[config.mk]
export PLATFORM = sky130hd
export DESIGN_NAME = isp8_alu_seq
export DESIGN_NICKNAME = d
export VERILOG_FILES = /design/src/rtl/isp8_alu_seq.sv
export SDC_FILE = /design/constraint.sdc
export NUM_CORES = 1
export LEC_CHECK = 0
export CAP_MARGIN = 20
export CORE_ASPECT_RATIO = 1.25
export CORE_MARGIN = 4
export CORE_UTILIZATION = 50
export DETAILED_ROUTE_END_ITERATION = 8
export PLACE_DENSITY_LB_ADDON = 0.05
export SLEW_MARGIN = 20
export SYNTH_ARGS = -nofsm -noshare
export SYNTH_HDL_FRONTEND = slang
export SYNTH_SLANG_ARGS = --single-unit
[constraint.sdc]
create_clock -name clk -period 3.3 [get_ports clk]
set_clock_uncertainty 0.15 [all_clocks]
set_input_delay 0.99 -clock clk [delete_from_list [all_inputs] [get_ports clk]]
set_output_delay 0.99 -clock clk [all_outputs]
set_load 0.02 [all_outputs]
[src/rtl/isp8_alu_seq.sv]
// Handshaked Mico8-class ALU: single-cycle add/sub/logic/rotate ops with registered outputs,
// plus an optional DATA_WIDTH-step shift-add unsigned multiplier.
module isp8_alu_seq #(
  parameter int DATA_WIDTH  = 8,
  parameter bit MUL_EN      = 1'b1,
  parameter     FAMILY_NAME = "XO"
) (
  input  logic                  clk,
  input  logic                  rst,
  input  logic                  in_valid,
  output logic                  in_ready,
  input  logic [3:0]            op,
  input  logic                  imm_sel,
  input  logic [DATA_WIDTH-1:0] opa,
  input  logic [DATA_WIDTH-1:0] opb,
  input  logic [DATA_WIDTH-1:0] imm,
  input  logic                  carry_in,
  output logic                  out_valid,
  output logic                  out_wr,
  output logic [DATA_WIDTH-1:0] result,
  output logic [DATA_WIDTH-1:0] result_hi,
  output logic                  carry_out,
  output logic                  zero_out,
  output logic                  busy
);

  localparam int EXT_W = DATA_WIDTH + 1;
  localparam int CNT_W = (DATA_WIDTH > 1) ? $clog2(DATA_WIDTH) : 1;

  typedef enum logic [3:0] {
    OP_ADD  = 4'h0, OP_ADDC = 4'h1, OP_SUB  = 4'h2, OP_SUBC = 4'h3,
    OP_CMP  = 4'h4, OP_MOV  = 4'h5, OP_AND  = 4'h6, OP_OR   = 4'h7,
    OP_XOR  = 4'h8, OP_TEST = 4'h9, OP_ROR  = 4'hA, OP_RORC = 4'hB,
    OP_ROL  = 4'hC, OP_ROLC = 4'hD, OP_MUL  = 4'hE, OP_RSVD = 4'hF
  } op_e;

  typedef enum logic {S_IDLE, S_MUL} state_e;

  state_e                  state_q, state_d;
  op_e                     op_dec;
  logic [DATA_WIDTH-1:0]   b_opnd;
  logic [DATA_WIDTH-1:0]   alu_res;
  logic                    alu_c;
  logic                    alu_wr;
  logic [EXT_W-1:0]        add_ext;
  logic [EXT_W-1:0]        sub_ext;
  logic [EXT_W-1:0]        step_sum;
  logic                    accept;
  logic                    is_mul;
  logic                    mul_last;
  logic [CNT_W-1:0]        step_cnt;
  logic [DATA_WIDTH-1:0]   mcand_q;
  logic [2*DATA_WIDTH-1:0] prod_q;
  logic [2*DATA_WIDTH-1:0] prod_next;

  assign op_dec   = op_e'(op);
  assign b_opnd   = imm_sel ? imm : opb;
  assign is_mul   = MUL_EN && (op_dec == OP_MUL);
  assign accept   = in_valid && in_ready;
  assign busy     = ~in_ready;
  assign mul_last = (state_q == S_MUL) && (step_cnt == CNT_W'(DATA_WIDTH - 1));

  // Bit DATA_WIDTH of the extended sum is the carry; of the difference it is the borrow.
  assign add_ext = {1'b0, opa} + {1'b0, b_opnd} + EXT_W'((op_dec == OP_ADDC) && carry_in);
  assign sub_ext = {1'b0, opa} - {1'b0, b_opnd} - EXT_W'((op_dec == OP_SUBC) && carry_in);

  // One shift-add step: add the multiplicand into the high half when the current multiplier
  // bit (prod_q[0]) is set, then shift the whole product right by one.
  assign step_sum  = {1'b0, prod_q[2*DATA_WIDTH-1:DATA_WIDTH]}
                   + (prod_q[0] ? {1'b0, mcand_q} : '0);
  assign prod_next = {step_sum, prod_q[DATA_WIDTH-1:1]};

  // NOTE: every signal written here gets a default first, so no path can infer a latch.
  always_comb begin
    alu_res = '0;
    alu_c   = carry_in;
    alu_wr  = 1'b1;
    case (op_dec)
      OP_ADD, OP_ADDC: {alu_c, alu_res} = add_ext;
      OP_SUB, OP_SUBC: {alu_c, alu_res} = sub_ext;
      OP_CMP: begin
        {alu_c, alu_res} = sub_ext;
        alu_wr           = 1'b0;
      end
      OP_MOV:  alu_res = b_opnd;
      OP_AND:  alu_res = opa & b_opnd;
      OP_OR:   alu_res = opa | b_opnd;
      OP_XOR:  alu_res = opa ^ b_opnd;
      OP_TEST: begin
        alu_res = opa & b_opnd;
        alu_wr  = 1'b0;
      end
      OP_ROR:  alu_res = {b_opnd[0], b_opnd[DATA_WIDTH-1:1]};
      OP_RORC: begin
        alu_res = {carry_in, b_opnd[DATA_WIDTH-1:1]};
        alu_c   = b_opnd[0];
      end
      OP_ROL:  alu_res = {b_opnd[DATA_WIDTH-2:0], b_opnd[DATA_WIDTH-1]};
      OP_ROLC: begin
        alu_res = {b_opnd[DATA_WIDTH-2:0], carry_in};
        alu_c   = b_opnd[DATA_WIDTH-1];
      end
      default: begin
        // Reserved (F, or E without a multiplier): all ones, no write-back.
        alu_res = '1;
        alu_c   = 1'b0;
        alu_wr  = 1'b0;
      end
    endcase
  end

  always_comb begin
    state_d  = state_q;
    in_ready = 1'b0;
    case (state_q)
      S_IDLE: begin
        in_ready = 1'b1;
        if (accept && is_mul) state_d = S_MUL;
      end
      S_MUL: begin
        if (mul_last) state_d = S_IDLE;
      end
      default: state_d = S_IDLE;
    endcase
  end

  // NOTE: sequential state uses non-blocking assignments so every register sees pre-edge values.
  always_ff @(posedge clk or posedge rst) begin
    if (rst) state_q <= S_IDLE;
    else     state_q <= state_d;
  end

  // NOTE: the multiplier working registers are reset too, keeping X out of the step adder.
  always_ff @(posedge clk or posedge rst) begin
    if (rst) begin
      mcand_q  <= '0;
      prod_q   <= '0;
      step_cnt <= '0;
    end else if (accept && is_mul) begin
      mcand_q  <= opa;
      prod_q   <= {{DATA_WIDTH{1'b0}}, b_opnd};
      step_cnt <= '0;
    end else if (state_q == S_MUL) begin
      prod_q   <= prod_next;
      step_cnt <= step_cnt + CNT_W'(1);
    end
  end

  always_ff @(posedge clk or posedge rst) begin
    if (rst) begin
      out_valid <= 1'b0;
      out_wr    <= 1'b0;
      result    <= '0;
      result_hi <= '0;
      carry_out <= 1'b0;
      zero_out  <= 1'b0;
    end else begin
      out_valid <= 1'b0;
      if (accept && !is_mul) begin
        out_valid <= 1'b1;
        out_wr    <= alu_wr;
        result    <= alu_res;
        result_hi <= '0;
        carry_out <= alu_c;
        zero_out  <= (alu_res == '0);
      end else if (mul_last) begin
        out_valid <= 1'b1;
        out_wr    <= 1'b1;
        result    <= prod_next[DATA_WIDTH-1:0];
        result_hi <= prod_next[2*DATA_WIDTH-1:DATA_WIDTH];
        carry_out <= |prod_next[2*DATA_WIDTH-1:DATA_WIDTH];
        zero_out  <= (prod_next == '0);
      end
    end
  end

endmodule

After elaboration in Yosys (flattened, before gate mapping):

Index checks and enable logic that the tools add are counted.

* bits in registers: 48
* output and inout bits: 22
* bits of input ports: 33

* equality and inequality tests: 15
* add/sub/neg operators: 6
* reduce and logical (&&, ||, !) cells: 18
* muxes and demuxes: 25
* bitwise gates (word level): 4

Operators by type and width (number)
* 8-bit one-hot mux with 10 select lines: 1
* 8-bit two-way mux: 6
* 16-bit two-way mux: 2
* 4-bit equality test, second input constant: 7
* 8-bit by 8-bit adder with 9-bit output: 2
* 4-bit by 3-bit equality test with 1-bit output, second input constant: 4
* 16-bit logical NOT: 1
* 1-bit two-way mux: 12
* 12-bit OR reduction: 1
* 9-bit by 1-bit adder with 9-bit output: 1
* 8-bit by 8-bit subtractor with 9-bit output: 1
* 9-bit by 1-bit subtractor with 9-bit output: 1
* 8-bit bitwise AND: 1
* 4-bit by 2-bit equality test with 1-bit output, second input constant: 2
* 8-bit logical NOT: 1
* 8-bit bitwise OR: 1
* 8-bit OR reduction: 1
* 8-bit bitwise XOR: 1
* 7-bit OR reduction: 1
* 1-bit logical AND: 6
* 3-bit two-way mux: 2
* 1-bit one-hot mux with 5 select lines: 1
* 4-bit by 1-bit equality test with 1-bit output, second input constant: 1
* 4-bit logical NOT: 1
* 8 further kinds: 10

Depth between registers and ports, before layout:

* depth in word-level cells: 6
* gate-level depth with buffers: 15
* mapped depth without buffers: 12

Worst setup path after synthesis:

No wires, ideal clock.

* path type: input to register
* from: in op[2]
* to: reg zero_out
* stages: 14
* arrival time: 3.954 ns
* setup time: 0.082 ns
* buffers on the path: 3
* required time: 3.068 ns
* path slack: -0.886 ns
* cells stage by stage: clkbuf_1 -> clkbuf_1 -> clkbuf_1 -> nor2_1 -> nand3_1 -> fa_1 -> fa_1 -> nand2b_1 -> a21oi_1 -> a31o_2 -> xor2_1 -> a2111oi_0 -> nand4_1 -> a31oi_1

* cells in the longest elaborated chain, start to end: 6
* elaborated cells on any way between the ends: 28

RTL lines
* start: declaration: line 12 `input logic [3:0] op,`
* 4-bit by 2-bit equality test with 1-bit output / 4-bit by 1-bit equality test with 1-bit output (equally long branches): line 65, 78, 64
* 1-bit logical AND (on tied branches): line 65, 64
* 9-bit by 1-bit subtractor with 9-bit output / 9-bit by 1-bit adder with 9-bit output (equally long branches): line 65, 64
* 8-bit one-hot mux with 10 select lines: line 78 `case (op_dec)`
* 8-bit logical NOT: line 165 `zero_out <= (alu_res == '0);`
* 1-bit two-way mux: line 159 `if (accept && !is_mul) begin`
* end signal: assignment: line 165
* end signal: assignment: line 172 `zero_out <= (prod_next == '0);`
* end: declaration: line 23 `output logic zero_out,`

Parallel ways exist; a longest one is shown, timed or not.
A chain may end at the register's enable or synchronous reset.

Final worst setup path:

* from: in imm_sel
* to: reg zero_out

* cells in the longest elaborated chain, start to end: 6
* elaborated cells on any way between the ends: 11

RTL lines
* start: declaration: line 13 `input logic imm_sel,`
* 8-bit two-way mux *: line 57 `assign b_opnd = imm_sel ? imm : opb;`
* 8-bit by 8-bit subtractor with 9-bit output / 8-bit by 8-bit adder with 9-bit output (equally long branches): line 65, 64
* 9-bit by 1-bit subtractor with 9-bit output / 9-bit by 1-bit adder with 9-bit output (equally long branches): line 65, 64
* 8-bit one-hot mux with 10 select lines *: line 78
* 8-bit logical NOT *: line 165
* 1-bit two-way mux *: line 159

Every way passes the cells marked *; elsewhere a longest branch is shown, timed or not.

==> flow_summary.json <==
{
  "fmax_mhz": 284,
  "final_nets": 735,
  "power_frac_comb": 0.574,
  "p_int_mw": 1.80,
  "syn_area_per_cell_sq_um": 8.38,
  "ys_seq_area_frac": 0.288,
  "tightest_slew_ns": 0.762,
  "fp-row-count": 37,
  "powerDensity_nw_per_um2": 493,
  "path_buf_inv": 2,
  "grt_pass1_vias": 4551,
  "core_sq_um": 8190,
  "cts_max_level": 2,
  "drive_gt1_frac": 0.334,
  "diodes": 0,
  "synth_top_family_by_area": "compound AO/OA/AOI/OAI gates",
  "synth-seq-cells": 48,
  "cp-end-kind": "register",
  "synthArstFlopShare": 1.00,
  "crit_fanout": 4,
  "start_util": 0.509,
  "rrSetupSlack_ns": -0.07,
  "place_area_sq_um": 5640,
  "synth-compound-area-share": 0.246,
  "ys_warn_count": 0,
  "ir_drop_v": 0.000309,
  "avgRoutedWirePerCell_um": 19.9,
  "fin_crit_ns": 3.52,
  "vias": 4567,
  "yosys.cell_count.top_type": "nand2_1",
  "ios": 55,
  "startpoint_type": "input port",
  "root_buffer": "clkbuf_8",
  "max_stage_delay_ns": 0.42,
  "cp.required_ns": 3.36,
  "dieHeight_um": 110,
  "grt.total_usage": 0.307,
  "port_buffers": 54,
  "syn-num-nets": 576,
  "register_area_sq_um": 1200,
  "ys_top_cells_by_area": "dfrtp_1, ha_1, nand2_1",
  "antenna_found_initial": 0,
  "synthMuxAreaShare": 0.0303,
  "post_drt_via_cell_ratio": 6.05,
  "hold_class": "reg2reg",
  "worstSkewPairLatency_ns": 0.29,
  "synth_flop_cell": "dfrtp_1",
  "synth_area_leader_cell": "dfrtp_1",
  "cts_tree": "yes",
  "arrival_ns": 3.59,
  "p_leak_nw": 2.93,
  "dr.first_iter.drc_count": 236,
  "yosys-top-cells-count": "nand2_1, dfrtp_1, ha_1, o21ai_0, inv_1",
  "yosys.area_share.adder": 0.144,
  "area_growth_syn_to_layout_pct": 48.6,
  "grt_max_degree": 49,
  "synthSimpleGateAreaFrac": 0.208,
  "ant_nets": 0,
  "clock_power_share": 0.119,
  "post-route-period-util": 1.07,
  "synth_top_area_share": 0.288,
  "yosys.area_share.xor_xnor": 0.0273,
  "worst_slew_margin_rel": 0.488,
  "cp_top_family": "adder cells",
  "drc": 0,
  "final_util": 0.756,
  "grt_pass1_wl_um": 23100,
  "synthesis.area_sq_um": 4170,
  "violations": "negative setup slack",
  "die_x_um": 89.7,
  "swShare": 0.411,
  "setup_slack_ns": -0.223,
  "clk_pin_slew_ns": 0.09,
  "drv_cap": 0,
  "rsz0062_at_grt": "yes",
  "synth_cell_types": 70,
  "wirelength_um": 15000,
  "path_class": "in2reg",
  "slowest_stage": "fa_2",
  "dieArea_sq_um": 9880,
  "final-max-slew-violation-count": 0,
  "p_seq_frac": 0.308,
  "gp_congestion": 1.02,
  "outcome": "finished, violations left",
  "setup_violations": 5,
  "synth_edf_count": 0,
  "path_cells": "buf_8 -> buf_6 -> mux2i_4 -> fa_2 -> fa_2 -> o21a_4 -> nor3_1 -> nor3_1 -> a211o_1 -> nor3_2 -> nand4_1 -> a31oi_1",
  "nFillCells": 592,
  "hpwl_um": 11400,
  "grt-ovfl-total": 0,
  "synth_cells": 498,
  "design_area_sq_um": 6200,
  "first_pass_iters": 5,
  "multi_input_area_sq_um": 3130,
  "cts_buffers": 5,
  "hold_viol": 0,
  "p_sw_mw": 1.26,
  "cts_sinks": 48,
  "clockBufferDepth": 2
}
## cells by family after synthesis
family / after synthesis
flip-flops: 48
AND/OR/NAND/NOR: 173
multiplexers: 12
buffers and inverters: 62
adder cells (fa/ha/maj): 45
AO/OA/AOI/OAI: 145
XOR/XNOR: 13
## registers in the layout, summed over array words and instances, names as in the netlist
name,cells
result_hi,8
step_cnt,3
mcand_q,8
prod_q,16
zero_out,1
result,8
busy,1
out_valid,1
carry_out,1
out_wr,1
## worst paths after layout
check                                 from      endpoint  depth (start not counted)
worst max-delay path               imm_sel      zero_out                         12
worst min-delay path            mcand_q[6]    mcand_q[6]                          2
worst max register to register   prod_q[0]      zero_out                         10
worst min register to register  mcand_q[6]    mcand_q[6]                          2
max in group asynchronous              rst    mcand_q[4]                          3
min in group asynchronous              rst  result_hi[4]                          3
## final cells by class
class,count,area share
timing repair buffer,179,0.244
tap,97,0.0196
clock inverter,2,0.00162
multi-input combinational,388,0.505
sequential,48,0.194
clock buffer,6,0.0133
inverter,35,0.0224
## power groups by stage
stage | registers (mW) | logic [mW] | clock network [mW]
floorplan | 0.994 | 0.849 | 0
global placement | 0.941 | 1.57 | 0
detailed placement | 0.947 | 1.59 | 0
CTS | 0.939 | 1.67 | 0.366
global route | 0.961 | 1.90 | 0.396
finish | 0.941 | 1.75 | 0.363
## cells in the final DEF, fill, tap and decap left out, drive strengths merged, types with 4 or more instances in the layout
| cell type | Yosys | final |
|---|---|---|
| o21a | 6 | 6 |
| dlygate4sd2 | 0 | 7 |
| a21oi | 18 | 18 |
| a21o | 6 | 6 |
| a22oi | 6 | 6 |
| or4 | 4 | 4 |
| nand4 | 5 | 5 |
| or3 | 4 | 4 |
| dlymetal6s2s | 0 | 4 |
| xor2 | 5 | 5 |
| nand3 | 10 | 10 |
| a2111oi | 4 | 4 |
| a22o | 4 | 4 |
| o21bai | 4 | 4 |
| buf | 5 | 131 |
| mux2i | 7 | 7 |
| a221o | 4 | 4 |
| a221oi | 4 | 4 |
| nand2b | 4 | 4 |
| dfrtp | 48 | 48 |
| ha | 40 | 40 |
| o221ai | 9 | 9 |
| o21ai | 38 | 38 |
| mux2 | 5 | 5 |
| fa | 5 | 5 |
| nor2b | 11 | 11 |
| clkbuf | 22 | 6 |
| a32oi | 5 | 5 |
| inv | 34 | 34 |
| clkdlybuf4s15 | 0 | 4 |
| nand2 | 72 | 72 |
| and2 | 11 | 11 |
| clkdlybuf4s50 | 0 | 33 |
| nor2 | 22 | 22 |
| nor3 | 11 | 11 |
| xnor2 | 8 | 8 |
| o22ai | 7 | 7 |
## tightest hold or removal path, delay by kind of cell, from the launching register on
kind	cells	cell delay (ns)
flops	1	0.34
compound gates	1	0.06
simple gates	1	0.04
## stage by stage
stage	std cells	setup slack, ns	power, mW	hold WS, ns	TNS (ns)
floorplan	498	-0.470	1.84	0.292	-2.59
global placement	729	-0.955	2.51	0.305	-9.23
detailed placement	729	-1.11	2.54	0.312	-10.47
CTS	749	-0.250	2.97	0.331	-0.637
global route	755	-0.347	3.26	0.363	-1.29
finish	755	-0.223	3.06	0.323	-0.735
## repair_timing
action,4_1_cts,5_1_grt
resized for setup,82,42
hold endpoints to repair,0,0
hold buffers,0,0
setup endpoints to repair,10,9
gates cloned,0,0
pin swaps,43,32
buffers inserted,14,7
## metal layers
metal / up-vias / global-route usage / wire, um
met2: 214 / 0.530 / 7440
met1: 2135 / 0.351 / 5380
met3: 89 / 0.0245 / 881
met5: - / 0 / 0
li1: 2129 / - / -
met4: 0 / 0.212 / 1340
No activity file was read; power rests on OpenSTA's default activity.
